File: src/rtl/fetch_pkg.sv
`default_nettype none
// ============================================================================
// Module   : fetch_pkg
// Brief    : Shared widths and the queue entry type for the fetch stage.
// Revision : 1.0 - initial release
// ============================================================================
package fetch_pkg;

   localparam int FETCH_ADDR_W  = 64;
   localparam int FETCH_INSTR_W = 32;
   localparam int INSTR_BYTES   = 4;

   typedef struct packed {
      logic [FETCH_ADDR_W-1:0]  pc;
      logic [FETCH_INSTR_W-1:0] instr;
   } fetch_entry_t;

endpackage
`default_nettype wire

File: src/rtl/fetch_queue.sv
`default_nettype none
// ============================================================================
// Module   : fetch_queue
// Brief    : Three-pointer (alloc/fill/read) entry array plus a drop counter
//            for responses that belong to requests killed by a redirect.
// Revision : 1.0 - initial release
// ============================================================================
module fetch_queue
   import fetch_pkg::*;
#(
   parameter int DEPTH = 4
) (
   input  logic                     clk,
   input  logic                     reset,
   input  logic                     alloc_en,
   input  logic [FETCH_ADDR_W-1:0]  alloc_pc,
   input  logic                     rsp_valid,
   input  logic [FETCH_INSTR_W-1:0] rsp_data,
   input  logic                     rd_en,
   input  logic                     flush,
   output logic                     has_room,
   output logic                     head_valid,
   output fetch_entry_t             head
);

   localparam int IDX_W = $clog2(DEPTH);
   localparam int PTR_W = IDX_W + 1;

   logic [PTR_W-1:0] alloc_ptr_q, alloc_ptr_d;
   logic [PTR_W-1:0] fill_ptr_q,  fill_ptr_d;
   logic [PTR_W-1:0] rd_ptr_q,    rd_ptr_d;
   logic [PTR_W-1:0] drop_cnt_q,  drop_cnt_d;
   fetch_entry_t     entries_q [DEPTH];
   fetch_entry_t     entries_d [DEPTH];

   logic [PTR_W-1:0] w_in_use;
   logic [PTR_W-1:0] w_in_flight;
   logic [PTR_W:0]   w_total;
   logic             w_drop_now;

   assign w_in_use    = alloc_ptr_q - rd_ptr_q;
   assign w_in_flight = alloc_ptr_q - fill_ptr_q;
   assign w_total     = {1'b0, w_in_use} + {1'b0, drop_cnt_q};
   // Killed-but-unanswered requests still occupy memory slots, so they count.
   assign has_room    = (w_total < (PTR_W+1)'(DEPTH));
   assign w_drop_now  = (drop_cnt_q != '0);

   assign head_valid  = (rd_ptr_q != fill_ptr_q);
   assign head        = entries_q[rd_ptr_q[IDX_W-1:0]];

   always_comb begin
      alloc_ptr_d = alloc_ptr_q;
      fill_ptr_d  = fill_ptr_q;
      rd_ptr_d    = rd_ptr_q;
      drop_cnt_d  = drop_cnt_q;
      entries_d   = entries_q;
      if (flush) begin
         // Every response still owed is now stale; one arriving right now is consumed here.
         rd_ptr_d   = alloc_ptr_q;
         fill_ptr_d = alloc_ptr_q;
         drop_cnt_d = drop_cnt_q + w_in_flight - {{(PTR_W-1){1'b0}}, rsp_valid};
      end else begin
         if (alloc_en) begin
            entries_d[alloc_ptr_q[IDX_W-1:0]].pc = alloc_pc;
            alloc_ptr_d = alloc_ptr_q + 1'b1;
         end
         if (rsp_valid) begin
            if (w_drop_now) begin
               drop_cnt_d = drop_cnt_q - 1'b1;
            end else begin
               entries_d[fill_ptr_q[IDX_W-1:0]].instr = rsp_data;
               fill_ptr_d = fill_ptr_q + 1'b1;
            end
         end
         if (rd_en) begin
            rd_ptr_d = rd_ptr_q + 1'b1;
         end
      end
   end

   always_ff @(posedge clk) begin
      if (reset) begin
         alloc_ptr_q <= '0;
         fill_ptr_q  <= '0;
         rd_ptr_q    <= '0;
         drop_cnt_q  <= '0;
         for (int i = 0; i < DEPTH; i++) begin
            entries_q[i] <= '0;
         end
      end else begin
         alloc_ptr_q <= alloc_ptr_d;
         fill_ptr_q  <= fill_ptr_d;
         rd_ptr_q    <= rd_ptr_d;
         drop_cnt_q  <= drop_cnt_d;
         for (int i = 0; i < DEPTH; i++) begin
            entries_q[i] <= entries_d[i];
         end
      end
   end

endmodule
`default_nettype wire

File: src/rtl/instr_fetch_unit.sv
`default_nettype none
// ============================================================================
// Module   : instr_fetch_unit
// Brief    : Fetch stage: issues in-order instruction-memory requests, queues
//            returned instructions with their PCs and computes the next PC.
// Revision : 1.0 - initial release
// ============================================================================
module instr_fetch_unit
   import fetch_pkg::*;
#(
   parameter int ADDR_W  = FETCH_ADDR_W,
   parameter int INSTR_W = FETCH_INSTR_W,
   parameter int DEPTH   = 4
) (
   input  logic               clk,
   input  logic               reset,
   input  logic [ADDR_W-1:0]  pc_in,
   output logic [ADDR_W-1:0]  pc_next,
   output logic               imem_req_valid,
   output logic [ADDR_W-1:0]  imem_req_addr,
   input  logic               imem_req_ready,
   input  logic               imem_rsp_valid,
   input  logic [INSTR_W-1:0] imem_rsp_data,
   input  logic               redirect_valid,
   input  logic [ADDR_W-1:0]  redirect_pc,
   output logic               dec_valid,
   output logic [INSTR_W-1:0] dec_instr,
   output logic [ADDR_W-1:0]  dec_pc,
   input  logic               dec_ready
);

   logic         w_has_room;
   logic         w_head_valid;
   logic         w_accept;
   logic         w_fire;
   fetch_entry_t w_head;

   // Request valid deliberately ignores imem_req_ready to keep the handshake stable.
   assign imem_req_valid = !reset && !redirect_valid && w_has_room;
   assign imem_req_addr  = pc_in;
   assign w_accept       = imem_req_valid && imem_req_ready;

   assign dec_valid      = !reset && w_head_valid;
   assign dec_instr      = w_head.instr;
   assign dec_pc         = w_head.pc;
   assign w_fire         = dec_valid && dec_ready && !redirect_valid;

   always_comb begin
      pc_next = pc_in;
      if (reset) begin
         pc_next = pc_in;
      end else if (redirect_valid) begin
         pc_next = {redirect_pc[ADDR_W-1:2], 2'b00};
      end else if (w_accept) begin
         pc_next = pc_in + ADDR_W'(INSTR_BYTES);
      end
   end

   fetch_queue #(
      .DEPTH      (DEPTH)
   ) u_queue (
      .clk        (clk),
      .reset      (reset),
      .alloc_en   (w_accept),
      .alloc_pc   (pc_in),
      .rsp_valid  (imem_rsp_valid),
      .rsp_data   (imem_rsp_data),
      .rd_en      (w_fire),
      .flush      (redirect_valid),
      .has_room   (w_has_room),
      .head_valid (w_head_valid),
      .head       (w_head)
   );

endmodule
`default_nettype wire

File: config.mk
export PLATFORM = sky130hd
export DESIGN_NAME = instr_fetch_unit
export DESIGN_NICKNAME = d
export VERILOG_FILES = /design/src/rtl/fetch_pkg.sv /design/src/rtl/fetch_queue.sv /design/src/rtl/instr_fetch_unit.sv
export SDC_FILE = /design/constraint.sdc
export NUM_CORES = 1
export LEC_CHECK = 0
export ABC_AREA = 1
export CAP_MARGIN = 10
export CELL_PAD_IN_SITES_DETAIL_PLACEMENT = 2
export CELL_PAD_IN_SITES_GLOBAL_PLACEMENT = 2
export CORE_MARGIN = 10
export CORE_UTILIZATION = 29
export CTS_CLUSTER_SIZE = 14
export DETAILED_ROUTE_END_ITERATION = 12
export PLACE_DENSITY = 0.89
export SYNTH_ARGS = -nofsm -noshare
export SYNTH_HDL_FRONTEND = slang
export SYNTH_SLANG_ARGS = --single-unit
File: constraint.sdc
create_clock -name clk -period 3.9 [get_ports clk]
set_input_delay 0.39 -clock clk [delete_from_list [all_inputs] [get_ports clk]]
set_output_delay 0.39 -clock clk [all_outputs]
set_load 0.005 [all_outputs]
### After elaboration in Yosys (flattened, before gate mapping)

Cells that the tools add are included.

* bitwise operators: 4
* reduce and logical (&&, ||, !) cells: 17
* muxes and demuxes: 24
* add/sub/neg operators: 10
* order comparisons: 6
* eq/ne operators: 2

Operators by type and width (count)
* 384-bit two-way mux: 4
* 384-bit bitwise mux: 2
* 96-bit demux with 2-bit select: 2
* 96-bit two-way mux: 3
* 96-bit binary-select mux with 2-bit select: 1
* 64-bit two-way mux: 3
* 64-bit by 3-bit adder with 64-bit output (second input constant): 1
* 32-bit two-way mux: 1
* 3-bit two-way mux: 8
* 3-bit by 1-bit adder with 3-bit output (second input constant): 3
* 3-bit >= comparator (second input constant): 3
* 2-bit inverter with 3-bit output: 3
* 1-bit logical AND: 8
* 3-bit by 1-bit less-than comparator with 1-bit output (second input constant): 2
* 2-bit AND reduction: 3
* 2-bit nonzero test: 3
* 3-bit subtractor: 2
* 3-bit by 3-bit adder with 4-bit output: 1
* 4-bit by 3-bit less-than comparator with 1-bit output (second input constant): 1
* 3-bit adder: 1
* 3-bit inequality test: 1
* 3-bit nonzero test: 1
* 3-bit by 1-bit subtractor with 3-bit output: 1
* 3-bit by 1-bit subtractor with 3-bit output (second input constant): 1
* 3 further kinds: 4

* bits in registers: 396
* logic and storage cells: 75
* output and inout port bits: 226
* bits of input ports: 166

### Logic depth before layout (Yosys ltp)

Gate-level depths: netlist of the first run.

* depth in word-level cells: 11
* mapped depth: 20
* depth with buffers taken out: 18

### Cells and area by module

Synthesis of the first run repeated with hierarchy kept, for this count alone.

* cell total of the unflattened synthesis: 3115
* area, all modules: 20881.3 sq um

Modules (own cells, without submodules)
* fetch_queue: area each 17167.7 sq um, cells each 2372, times used 1, sequential area each 7927.6 sq um
* instr_fetch_unit: area each 3713.6 sq um, cells each 743, times used 1, sequential area each 0.0 sq um

### Worst setup path after synthesis of the first run

OpenSTA, ideal clock, no wires.

* path kind: flip-flop to output port
* start point: register u_queue.rd_ptr_q[1]
* end point: output port pc_next[37]
* path buffers: 5
* cell stages (with the launch flop): 18
* required time: 3.510 ns
* arrival time: 3.086 ns
* path slack: 0.424 ns
* cell sequence: dfxtp_1 clkbuf_1 inv_1 clkbuf_1 clkbuf_1 fa_1 xnor2_1 xor2_1 ha_1 nor2_2 nand2_1 nor2_4 buf_6 buf_8 nand4_2 o21ai_1 nand3_1 nand2_1

* longest elaborated chain between the ends: 8

RTL lines
* start, declared: RTL line fetch_queue.sv:31 `logic [PTR_W-1:0] rd_ptr_q, rd_ptr_d;`
* start signal, assigned: RTL line fetch_queue.sv:93 `rd_ptr_q <= rd_ptr_d;`
* 3-bit subtractor: RTL line fetch_queue.sv:41 `assign w_in_use = alloc_ptr_q - rd_ptr_q;`
* 3-bit by 3-bit adder with 4-bit output: RTL line fetch_queue.sv:43 `assign w_total = {1'b0, w_in_use} + {1'b0, drop_cnt_q};`
* 4-bit by 3-bit less-than comparator with 1-bit output: RTL line fetch_queue.sv:45 `assign has_room = (w_total < (PTR_W+1)'(DEPTH));`
* 1-bit logical AND: RTL line instr_fetch_unit.sv:39 `assign imem_req_valid = !reset && !redirect_valid && w_has_room;`
* 1-bit logical AND: RTL line instr_fetch_unit.sv:41 `assign w_accept = imem_req_valid && imem_req_ready;`
* 64-bit two-way mux: RTL line instr_fetch_unit.sv:54 `end else if (w_accept) begin`
* 64-bit two-way mux: RTL line instr_fetch_unit.sv:52 `end else if (redirect_valid) begin`
* 64-bit two-way mux: RTL line instr_fetch_unit.sv:50 `if (reset) begin`
* end, declared: RTL line instr_fetch_unit.sv:18 `output logic [ADDR_W-1:0] pc_next,`

No other way between the ends.

### Worst setup path in the final report of the first run

* start point: input port pc_in[36]
* end point: output port pc_next[54]

* longest elaborated chain between the ends: 4

RTL lines
* start, declared: RTL line instr_fetch_unit.sv:17 `input logic [ADDR_W-1:0] pc_in,`
* 64-bit by 3-bit adder with 64-bit output: RTL line instr_fetch_unit.sv:55 `pc_next = pc_in + ADDR_W'(INSTR_BYTES);`
* 64-bit two-way mux: RTL line instr_fetch_unit.sv:54
* 64-bit two-way mux: RTL line instr_fetch_unit.sv:52
* 64-bit two-way mux: RTL line instr_fetch_unit.sv:50

No other way between the ends.

==> results of run 1 <==
-- repair_timing --
| item | in CTS | in global routing |
|---|---|---|
| gates resized for setup | 429 | 100 |
| endpoints found under the hold margin | 0 | 0 |
| pin swaps | 78 | 59 |
| cloned | 2 | 0 |
| endpoints found under the setup margin | 66 | 124 |
| setup buffers | 51 | 16 |
-- through the flow --
step           cells  area, µm²
3_5_place_dp    4326      25700
6_report        4478      28800
2_1_floorplan   3189      21100
3_3_place_gp    4326      25700
4_1_cts         4466      28400
5_1_grt         4477      28800
-- sequential cells by signal (all words and copies together) (netlist names) --
register,flops
u_queue.entries_q,384
u_queue.alloc_ptr_q,3
u_queue.drop_cnt_q,3
u_queue.fill_ptr_q,3
u_queue.rd_ptr_q,3
-- cell families (layout without fill, tap and decap cells) --
kind of cell             count (synthesis)  in the layout  synth area share, %
adder cells (fa/ha/maj)                 21             21                 1.43
flip-flops                             396            396                 37.6
buffers and inverters                  495            832                 11.0
AND/OR/NAND/NOR                       1476           1476                 29.1
AO/OA/AOI/OAI                          768            768                 19.4
other                                    0              2                    0
XOR/XNOR                                33             33                 1.37
-- layer usage --
layer | up-vias | GRT usage (%) | share of wire (%)
met5 | - | 0 | 0.086
met1 | 13200 | 33.0 | 38
met2 | 1481 | 48.0 | 47
met3 | 575 | 6.88 | 9.1
li1 | 11100 | - | -
met4 | 14 | 14.3 | 6.4
-- placed cells by master (no fill, tap or decap), types with 59 or more instances in the layout --
cell type / instances
nor2_1: 523
nand2_1: 472
dfxtp_1: 393
o21ai_0: 352
clkdlybuf4s50_1: 326
nand3_1: 323
a21oi_1: 263
buf_4: 151
inv_1: 129
o22ai_1: 96
buf_6: 59
-- power by group through the flow --
stage / Sequential [mW] / Clock, mW / Combinational [mW]
final: 4.32 / 4.82 / 3.09
after global routing: 4.33 / 5.06 / 3.30
after CTS: 4.31 / 4.83 / 2.93
after detailed placement: 4.39 / 0 / 2.80
after global placement: 4.38 / 0 / 2.73
after floorplan: 4.36 / 0 / 1.37
-- layout make-up --
class / instances / share of cell area, %
multi-input combinational: 2298 / 40.8
sequential: 396 / 27.5
timing repair buffer: 602 / 19.9
clock buffer: 70 / 4.94
tap: 950 / 4.12
inverter: 140 / 1.91
clock inverter: 20 / 0.738
antenna: 2 / 0.0174
-- critical path, cell delays in order --
cell and delay (ps):
clkdlybuf4s50_1 690, nand2_1 160, inv_1 120, nand3_1 220, nor2_1 680, nand2_1 320
nor3_1 530, nand2_1 150, nand2_1 110, nand3_1 90, nand2_1 80, buf_2 130
-- worst paths after layout --
kind | start | endpoint | slack, ps | cells past startpoint
setup / recovery | pc_in[36] | pc_next[54] | -190 | 12
hold / removal | reset | u_queue.entries_q[95] | 370 | 3
setup reg to reg | u_queue.alloc_ptr_q[0] | u_queue.entries_q[144] | 110 | 16
hold reg to reg | u_queue.entries_q[231] | u_queue.entries_q[231] | 460 | 2
==> key figures, run 1 <==
Logic synthesis
  • Syn Inst Count: 3189
  • Netlist Area Pre-Place: roughly 21000 µm²
  • Synth Flop Type: dfxtp_1
  • Top post-synthesis cells by area: dfxtp_1 38%, nor2_1 9.7%, nand2_1 9.2%, nand3_1 8.7%, o21ai_0 8.6%
  • Post-synth top cells: 545 x nor2_1, 516 x nand2_1, 396 x dfxtp_1, 365 x nand3_1, 360 x o21ai_0
  • Synth top area share: roughly 38%
  • Synth Register Bits: 396
  • Post-synth ARST share: 0%
  • Most common cell in the synthesized netlist: nor2_1
  • Post-synth EDFFs: 0
  • Seq/Total Area, Yosys: 37.6%
  • YS warnings: 0
  • Mean Syn Cell Area: 6.61 µm²
  • Syn Nets: ~3400
  • Largest area contributor in the netlist: dfxtp_1
  • Yosys cell types: 42

STA
  • Relative slew slack: 14.7%
  • Least-Margin Pin Slew: 1280 ps
  • Final Max Tran Viols: 0
  • # setup viols final: 46
  • Crit path time final: 4090 ps
  • Final hold vios: 0
  • Final Skew: roughly 48 ps
  • Final Worst Setup Slack: -186 ps
  • Final period util: 105%
  • Hold_ws: 373 ps
  • RSZ-0062 raised after global routing: yes
  • Setup TNS: -3490 ps
  • F_max: ~240 MHz

Power
  • Total Power: between 10 and 15 mW
  • Switch Pwr: 4.07 mW
  • Clk network pwr share: 39.4%
  • Pwr/cell area: 424 nW/µm²
  • Internal power: 8.16 mW
  • Comb pwr share: 25.2%
  • Leak: 10.8 nW
  • VDD IR-drop max: 0.000324 V
  • Net Sw Frac: 33.3%
  • Flop pwr share: 35.3%

GRT
  • GRT Total Usage: between 20 and 30%
  • Vias in the first global route: 28300
  • Initial antenna violation count: 7
  • First-pass GRT wire length: 185000 µm
  • Grt ovf: 0
  • Largest net degree at the start of global routing: between 150 and 200

Clocking
  • CTS buffer count: just under 50
  • CTS clk-pin slew, worst paths: 60 ps
  • Clk sink count: 396
  • H-Tree Depth: 2
  • Cts hold-fix bufs: 0
  • Clk_lat worst skew: 620 ps
  • CTS tree: built
  • Clock Path Buffers: 3
  • Clock root cell: clkbuf_16

Die
  • Core area: 71700 µm²
  • Initial core utilization: 29.4%
  • Number of placement rows: 98
  • Die height: 290 µm
  • Ports: 392
  • Die area: 83800 µm²
  • Die Wd: about 290 µm

Critical path
  • Crit path DAT: between 3000 and 4000 ps
  • Crit Path Max Fanout: 5
  • WP data required: 3510 ps
  • CP Capture Type: primary output
  • Setup crit start kind: primary input
  • Setup CP Type: primary input to primary output

Layout
  • Area growth from synthesis to layout: 36.8%
  • Finished Core Util: 40.2%
  • Fillers: 8210
  • Final nets: 3674
  • Multi-input gate area: 11800 µm²
  • Layout cell share with drive strength beyond 1: 14.9%
  • Total area of sequential cells: ~7900 µm²

Detailed routing
  • Routed via count: 26400
  • Post-Route WL: 132000 µm
  • 1st-pass router iterations: 7
  • Post-route ant nets: 0
  • WL/cell: 29.4 µm
  • Vias per cell: approximately 5.9
  • DRC: 0
  • Initial detailed-routing violation count: 2767

Outcome
  • Failing checks: setup timing
  • Status: finished with violations

Hold path
  • Hold Crit Class: primary input to register

Flow run
  • MaxCap Viol Count: 0

Placed design
  • DP Worst Slack: -160 ps
  • Hpwl dp: 72100 µm
  • Number of port buffers: 389
  • Gpl congestion: ~0.9
Power figures use the tool's default switching activity.
==> run 2: changes to the inputs <==
--- a/config.mk
+++ b/config.mk
@@ -5,15 +5,15 @@
 export SDC_FILE = /design/constraint.sdc
 export NUM_CORES = 1
 export LEC_CHECK = 0
-export ABC_AREA = 1
 export CAP_MARGIN = 10
 export CELL_PAD_IN_SITES_DETAIL_PLACEMENT = 2
 export CELL_PAD_IN_SITES_GLOBAL_PLACEMENT = 2
 export CORE_MARGIN = 10
-export CORE_UTILIZATION = 29
+export CORE_UTILIZATION = 30
 export CTS_CLUSTER_SIZE = 14
 export DETAILED_ROUTE_END_ITERATION = 12
-export PLACE_DENSITY = 0.89
+export PLACE_DENSITY = 0.87
+export SLEW_MARGIN = 20
 export SYNTH_ARGS = -nofsm -noshare
 export SYNTH_HDL_FRONTEND = slang
 export SYNTH_SLANG_ARGS = --single-unit
==> run 2 against run 1 <==
The flow still finishes with violations (setup timing). Global-route usage is 1.8 points higher. Clock skew up 7.8 ps. Maximum frequency decreased by 18%. Area after synthesis fell by 5.9%. Critical path depth grew 4. Final cell count decreased by 14%. Power fell by 5.7%. Worst setup slack got worse by 890 ps. Sequential power shrank 1%. Synthesized cell count decreased by 22%. First-iteration DRC count fell by 13%. Combinational power down 16%. Highest routed layer unchanged.
==> key figures, run 2 <==
STA
  • Final Skew: 55.4 ps (+7.75 ps)
  • Final period util: 128% (+23 points)
  • Relative slew slack: 7.74% (-7.0 points)
  • RSZ-0062 raised after global routing: yes
  • Final Worst Setup Slack: -1080 ps (-894 ps)
  • Final hold vios: 0 (unchanged)
  • Least-Margin Pin Slew: 1380 ps (+99.3 ps)
  • Final Max Tran Viols: 0 (unchanged)
  • # setup viols final: 323 (+600%)
  • F_max: 201 MHz (-18%)
  • Crit path time final: 4980 ps (+894 ps)

Detailed routing
  • Met2 WL: 63800 µm (+3.5%)
  • Routed via count: 24000 (-9.0%)
  • WL/cell: 35.8 µm (+22%)
  • Met3 routed WL: 12700 µm (+6.4%)
  • DRT met1 WL: 48600 µm (-2.5%)
  • Post-Route WL: 137000 µm (+4.2%)
  • Vias per cell: 6.26 (+6.2%)
  • Post-route ant nets: 0 (unchanged)
  • DRC: 0 (unchanged)
  • Initial detailed-routing violation count: 2398 (-13%)
  • 1st-pass router iterations: 6 (-1)
  • Max layer used: met5

Clocking
  • H-Tree Depth: 2 (unchanged)
  • Clk sink count: 396 (unchanged)
  • Clk_lat worst skew: 620 ps (about the same)
  • Clock Path Buffers: 3 (unchanged)
  • CTS buffer count: 46 (-6.1%)
  • Clock root cell: clkbuf_16
  • CTS clk-pin slew, worst paths: 80 ps (+20 ps)
  • CTS tree: built

Logic synthesis
  • Top post-synthesis cells by area: dfxtp_1 40%, nand2_1 15%, mux4_2 11%, a21oi_1 10%, clkbuf_1 3.4%
  • Synth Register Bits: 396 (unchanged)
  • YS warnings: 0 (unchanged)
  • Synth top area share: 40.0% (+2.3 points)
  • Syn Inst Count: 2480 (-22%)
  • Post-synth EDFFs: 0 (unchanged)
  • Mean Syn Cell Area: 8.00 µm² (+21%)
  • Largest area contributor in the netlist: dfxtp_1
  • Seq/Total Area, Yosys: 40.0% (+2.3 points)
  • Netlist Area Pre-Place: 19800 µm² (-5.9%)
  • Post-synth ARST share: 0% (unchanged)
  • Most common cell in the synthesized netlist: nand2_1
  • Yosys cell types: 65 (+55%)
  • Syn Nets: 2667 (-21%)
  • Post-synth top cells: 815 x nand2_1, 410 x a21oi_1, 396 x dfxtp_1, 177 x clkbuf_1, 96 x mux4_2
  • Synth Flop Type: dfxtp_1

Outcome
  • Status: finished with violations
  • Failing checks: setup timing

Die
  • Die height: 277 µm (-4.3%)
  • Die Wd: 277 µm (-4.3%)
  • Ports: 392 (unchanged)
  • Initial core utilization: 30.2% (+0.85 points)
  • Number of placement rows: 94 (-4.1%)
  • Die area: 76800 µm² (-8.4%)
  • Core area: 65600 µm² (-8.5%)

Critical path
  • Critical Path Sink: pc_next[22]
  • R2R Setup Slk: -930 ps (-1040 ps)
  • Setup crit start kind: register
  • Setup crit start: u_queue.alloc_ptr_q[0]
  • FF-to-FF Start: u_queue.alloc_ptr_q[0]
  • R2r endpoint: u_queue.entries_q[67]
  • CP Capture Type: primary output
  • Crit Path Max Fanout: 4 (-1)
  • R2r worst-path depth: 22 (+6)
  • Setup CP Type: register to primary output
  • Crit path DAT: 4590 ps (+890 ps)
  • WP data required: 3510 ps (about the same)

GRT
  • GRT Total Usage: 30.1% (+1.8 points)
  • Grt ovf: 0 (unchanged)
  • Largest net degree at the start of global routing: 113 (-43%)
  • First-pass GRT wire length: 177000 µm (-4.3%)
  • Initial antenna violation count: 11 (+4)
  • Vias in the first global route: 25400 (-11%)

Flow run
  • MaxCap Viol Count: 0 (unchanged)

Hold path
  • Hold Path Stages: 2 (-1)
  • Hold Crit Class: primary input to register

Layout
  • Layout cell share with drive strength beyond 1: 27.2% (+12 points)
  • Final nets: 3117 (-15%)
  • Area growth from synthesis to layout: 51.3%
  • Top reg by flops: u_queue.entries_q
  • Design area: 30000 µm² (+4.1%)
  • Max FFs per register: 384 (unchanged)
  • Most common cell after layout, fill and taps aside: nand2_1
  • Commonest non-fill, non-tap cells in the layout: 720 x nand2_1, 393 x dfxtp_1, 334 x a21oi_1, 324 x clkdlybuf4s50_1, 158 x buf_4

Power
  • Pwr/cell area: 384 nW/µm² (-9.4%)
  • Leak: 10.4 nW (-3.7%)
  • VDD IR-drop max: 0.000268 V (-17%)
  • Total Power: 11.5 mW (-5.7%)

Placed design
  • Number of port buffers: 389 (unchanged)
  • Dpl cell area: 24800 µm² (-3.5%)
  • Gpl congestion: 0.869 (-1.4%)
  • Hpwl dp: 67100 µm (-6.9%)
run 2: cell count changes in the layout (fill, tap and decap cells not counted), sizes merged, moves of 18 or more:
cell	delta
buf	+87
o22ai	-79
o21ai	-350
a21oi	+147
nor2	-495
xor2	-21
nand2	+296
nand3	-323
o21bai	-20
and4	+18
mux4	+96
inv	-104
run 2: critical path: stages, from the launching register on:
cell,delay (ps)
dfxtp_2,340
inv_2,90
ha_4,130
inv_2,50
fa_2,390
xor2_2,260
xnor2_1,170
ha_1,270
or4_4,490
buf_4,180
nor3_4,170
buf_6,150
nand3_2,90
buf_4,170
o22ai_1,680
a211oi_2,170
buf_2,180
run 2: how the worst min path moves through the flow:
stage	end	slack, ps	startpoint
finish	u_queue.entries_q[364]	100	reset
global route	u_queue.entries_q[364]	80	reset
CTS	u_queue.entries_q[167]	60	reset
detailed placement	u_queue.entries_q[348]	450	u_queue.entries_q[348]
global placement	u_queue.entries_q[123]	440	u_queue.entries_q[123]
floorplan	u_queue.entries_q[100]	430	u_queue.entries_q[100]
run 2: where the power goes:
part           internal, mW  total, mW  switching [mW]
Sequential             4.17       4.27           0.106
Combinational          1.11       2.61            1.49
Clock                  2.63       4.65            2.03
run 2: per-stage QoR:
stage	hold slack (ps)	utilization [%]	worst slack (ps)	cells	TNS [ps]
after floorplan	433	-	13.1	2480	0
after global placement	438	37.9	-402	3596	-17920
after detailed placement	449	37.9	-595	3596	-31220
after CTS	60.0	43.3	-763	3768	-75030
after global routing	78.2	45.7	-1130	3836	-211130
final	97.8	45.7	-1080	3839	-194880
run 2: cells by family after synthesis:
family,count (synthesis),synth area share [%]
and+or+nand+nor,1071,23.2
AOI/OAI and AO/OA,549,15.8
DFF,396,40.0
buffers and inverters,328,7.73
muxes,99,11.1
adders and majority gates,21,1.51
xor gates and xnor gates,16,0.707
run 2: layout make-up:
cell class / count / area [µm²]
timing repair buffer: 693 / 7590
multi-input combinational: 1758 / 11700
fill: 6908 / 35600
tap: 864 / 1080
sequential: 396 / 7940
inverter: 35 / 131
clock buffer: 69 / 1370
clock inverter: 14 / 159
antenna: 10 / 25.0
run 2: timing repair:
action / 4_1_cts / 5_1_grt
hold buffers: 0 / 0
endpoints found under the setup margin: 333 / 323
pin swaps: 69 / 80
endpoints found under the hold margin: 0 / 0
cloned: 38 / 9
buffers inserted: 57 / 56
resized for setup: 432 / 269
run 2: layer usage:
layer  GRT usage (%)  vias up
li1                -     9395
met1            33.3    12200
met2            50.4     1732
met3            7.15      735
met4            21.3        4
met5               0        -
==> run 3: changes to the inputs <==
==> constraint.sdc (replaced) <==
create_clock -name clk -period 5 [get_ports clk]
set_input_delay 0.5 -clock clk [delete_from_list [all_inputs] [get_ports clk]]
set_output_delay 0.5 -clock clk [all_outputs]
set_load 0.005 [all_outputs]
==> run 3 against run 2 <==
The run now ends clean. Register-to-register slack gained 1800 ps. Via count is 15% lower. Core utilization down 6.0 points. Combinational power decreased by 41%. Routed wire length decreased by 31%. Critical endpoint is now pc_next[45]. Highest routed layer is now met4.
==> key figures, run 3 (same netlist as run 2, synthesis figures left out) <==
Outcome
  • Status: completed

Clocking
  • H-Tree Depth: 2 (unchanged)
  • CTS tree: built
  • CTS clk-pin slew, worst paths: 60 ps (-20 ps)
  • Clk_lat worst skew: 590 ps (-30 ps)
  • Clock root cell: clkbuf_16
  • Cts hold-fix bufs: 0 (unchanged)
  • Clock Path Buffers: 3 (unchanged)
  • CTS buffer count: 46 (unchanged)
  • Clk sink count: 396 (unchanged)

Placed design
  • Number of port buffers: 389 (unchanged)
  • Placed Instances: 3521 (-2.1%)
  • Gpl congestion: 0.838 (-3.6%)
  • Hpwl dp: 61600 µm (-8.2%)
  • Dpl cell area: 24200 µm² (-2.6%)
  • DP Worst Slack: 152 ps (+747 ps)

STA
  • Final hold vios: 0 (unchanged)
  • Least-Margin Pin Slew: 1080 ps (-298 ps)
  • Final Skew: 29.6 ps (-25.8 ps)
  • Final Max Tran Viols: 0 (unchanged)
  • Final period util: 97.6%
  • # setup viols final: 0 (-100%)
  • Final Worst Setup Slack: 120 ps (+1200 ps)
  • Relative slew slack: 27.7% (+20 points)
  • Crit path time final: 4880 ps
  • RSZ-0062 raised after global routing: yes
  • F_max: 205 MHz

Critical path
  • CP bufs+invs: 4 (-2)
  • R2r endpoint: u_queue.entries_q[164]
  • CP Capture Type: primary output
  • Crit path DAT: 4380 ps (-210 ps)
  • Crit Path Max Fanout: 10 (+6)
  • Slowest CP cell: and4_1
  • Setup crit start kind: register
  • Crit-path leading delay family: simple AND/OR/NAND/NOR gates
  • Setup CP Type: register to primary output
  • R2r worst-path depth: 17 (-23%)
  • FF-to-FF Start: u_queue.alloc_ptr_q[0]
  • WP data required: 4500 ps (+990 ps)
  • Crit path cell chain: inv_2 -> ha_2 -> inv_1 -> fa_2 -> ha_1 -> nand3b_1 -> and4_1 -> nand4_4 -> buf_4 -> or4_1 -> nand3_1 -> dlygate4sd2_1
  • Crit path largest cell delay: 700 ps (+20 ps)
  • R2R Setup Slk: 830 ps (+1760 ps)
  • Stages on worst setup path: 12 (-4)

Detailed routing
  • Initial detailed-routing violation count: 1321 (-45%)
  • Vias per cell: 5.63 (-10%)
  • Routed via count: 20500 (-15%)
  • WL/cell: 26.1 µm (-27%)
  • DRC: 0 (unchanged)
  • 1st-pass router iterations: 5 (-1)
  • Post-Route WL: 95100 µm (-31%)
  • Post-route ant nets: 0 (unchanged)

GRT
  • GRT Total Usage: 23.6% (-6.5 points)
  • Vias in the first global route: 22800 (-10%)
  • Grt ovf: 0 (unchanged)
  • Initial antenna violation count: 8 (-3)
  • First-pass GRT wire length: 143000 µm (-19%)
  • Largest net degree at the start of global routing: 152 (+35%)

Layout
  • Finished Core Util: 39.7% (-6.0 points)
  • Most common cell after layout, fill and taps aside: nand2_1
  • Final nets: 2920 (-6.3%)
  • Final std cells w/o fill: 3636 (-5.3%)
  • Top reg by flops: u_queue.entries_q
  • Max FFs per register: 384 (unchanged)
  • Layout cell share with drive strength beyond 1: 12.4% (-15 points)
  • Total area of sequential cells: 7940 µm² (unchanged)
  • Area growth from synthesis to layout: 31.6%
  • Fillers: 7240 (+4.8%)
  • Multi-input gate area: 10500 µm² (-10%)
  • Commonest non-fill, non-tap cells in the layout: 807 x nand2_1, 409 x a21oi_1, 393 x dfxtp_1, 362 x clkdlybuf4s50_1, 96 x mux4_2
  • Design area: 26100 µm² (-13%)

Die
  • Number of placement rows: 94 (unchanged)
  • Die Wd: 277 µm (unchanged)
  • Ports: 392 (unchanged)
  • Core area: 65600 µm² (unchanged)
  • Initial core utilization: 30.2% (unchanged)
  • Die area: 76800 µm² (unchanged)
  • Die height: 277 µm (unchanged)

Flow run
  • MaxCap Viol Count: 0 (unchanged)

Hold path
  • Hold Path Stages: 2 (unchanged)
  • Hold Crit Class: primary input to register
  • HP Start: reset
  • Endpoint, Worst Hold: u_queue.alloc_ptr_q[2]

Power
  • Pwr/cell area: 322 nW/µm² (-16%)
  • Total Power: 8.41 mW (-27%)
  • VDD IR-drop max: 0.000215 V (-20%)
  • Leak: 8.64 nW (-17%)
## run 3: cell type report
| class | instances | area share (%) |
|---|---|---|
| Tap cell | 864 | 4.14 |
| Clock inverter | 17 | 0.787 |
| Antenna cell | 7 | 0.0672 |
| Inverter | 35 | 0.504 |
| Timing Repair Buffer | 498 | 18.6 |
| Sequential cell | 396 | 30.4 |
| Clock buffer | 63 | 5.21 |
| Multi-Input combinational cell | 1756 | 40.3 |
## run 3: how the worst max path moves through the flow
stage | startpoint | end | slack [ps]
detailed placement | u_queue.alloc_ptr_q[0] | pc_next[59] | 150
floorplan | u_queue.rd_ptr_q[1] | pc_next[61] | 690
global route | u_queue.alloc_ptr_q[0] | pc_next[54] | -60
CTS | u_queue.alloc_ptr_q[0] | pc_next[60] | -50
finish | u_queue.alloc_ptr_q[0] | pc_next[45] | 120
global placement | u_queue.alloc_ptr_q[0] | pc_next[59] | 200
## run 3: report_power, final
part | leakage, nW | total (mW) | switching, mW | internal (mW)
clock network | 0.770 | 3.54 | 1.44 | 2.11
logic | 4.67 | 1.55 | 0.856 | 0.690
registers | 3.20 | 3.32 | 0.0689 | 3.25
total | 8.64 | 8.41 | 2.36 | 6.05
## run 3: timing repair
item | CTS | global route
pin swaps | 15 | 8
setup buffers | 21 | 7
setup endpoints to repair | 45 | 50
resized for setup | 25 | 38
cloned | 0 | 0
## run 3: layer usage
| layer | share of wire, % | GRT usage [%] |
|---|---|---|
| met3 | 5.4 | 4.07 |
| met1 | 39 | 26.9 |
| met5 | 0 | 0 |
| met4 | 4.3 | 10.4 |
| met2 | 51 | 42.4 |
## run 3: stage by stage
step                      TNS, ps  hold slack [ps]
after floorplan                 0              433
after global placement          0              438
after detailed placement        0              449
after CTS                   -45.7              212
after global routing         -221              247
final                           0              245
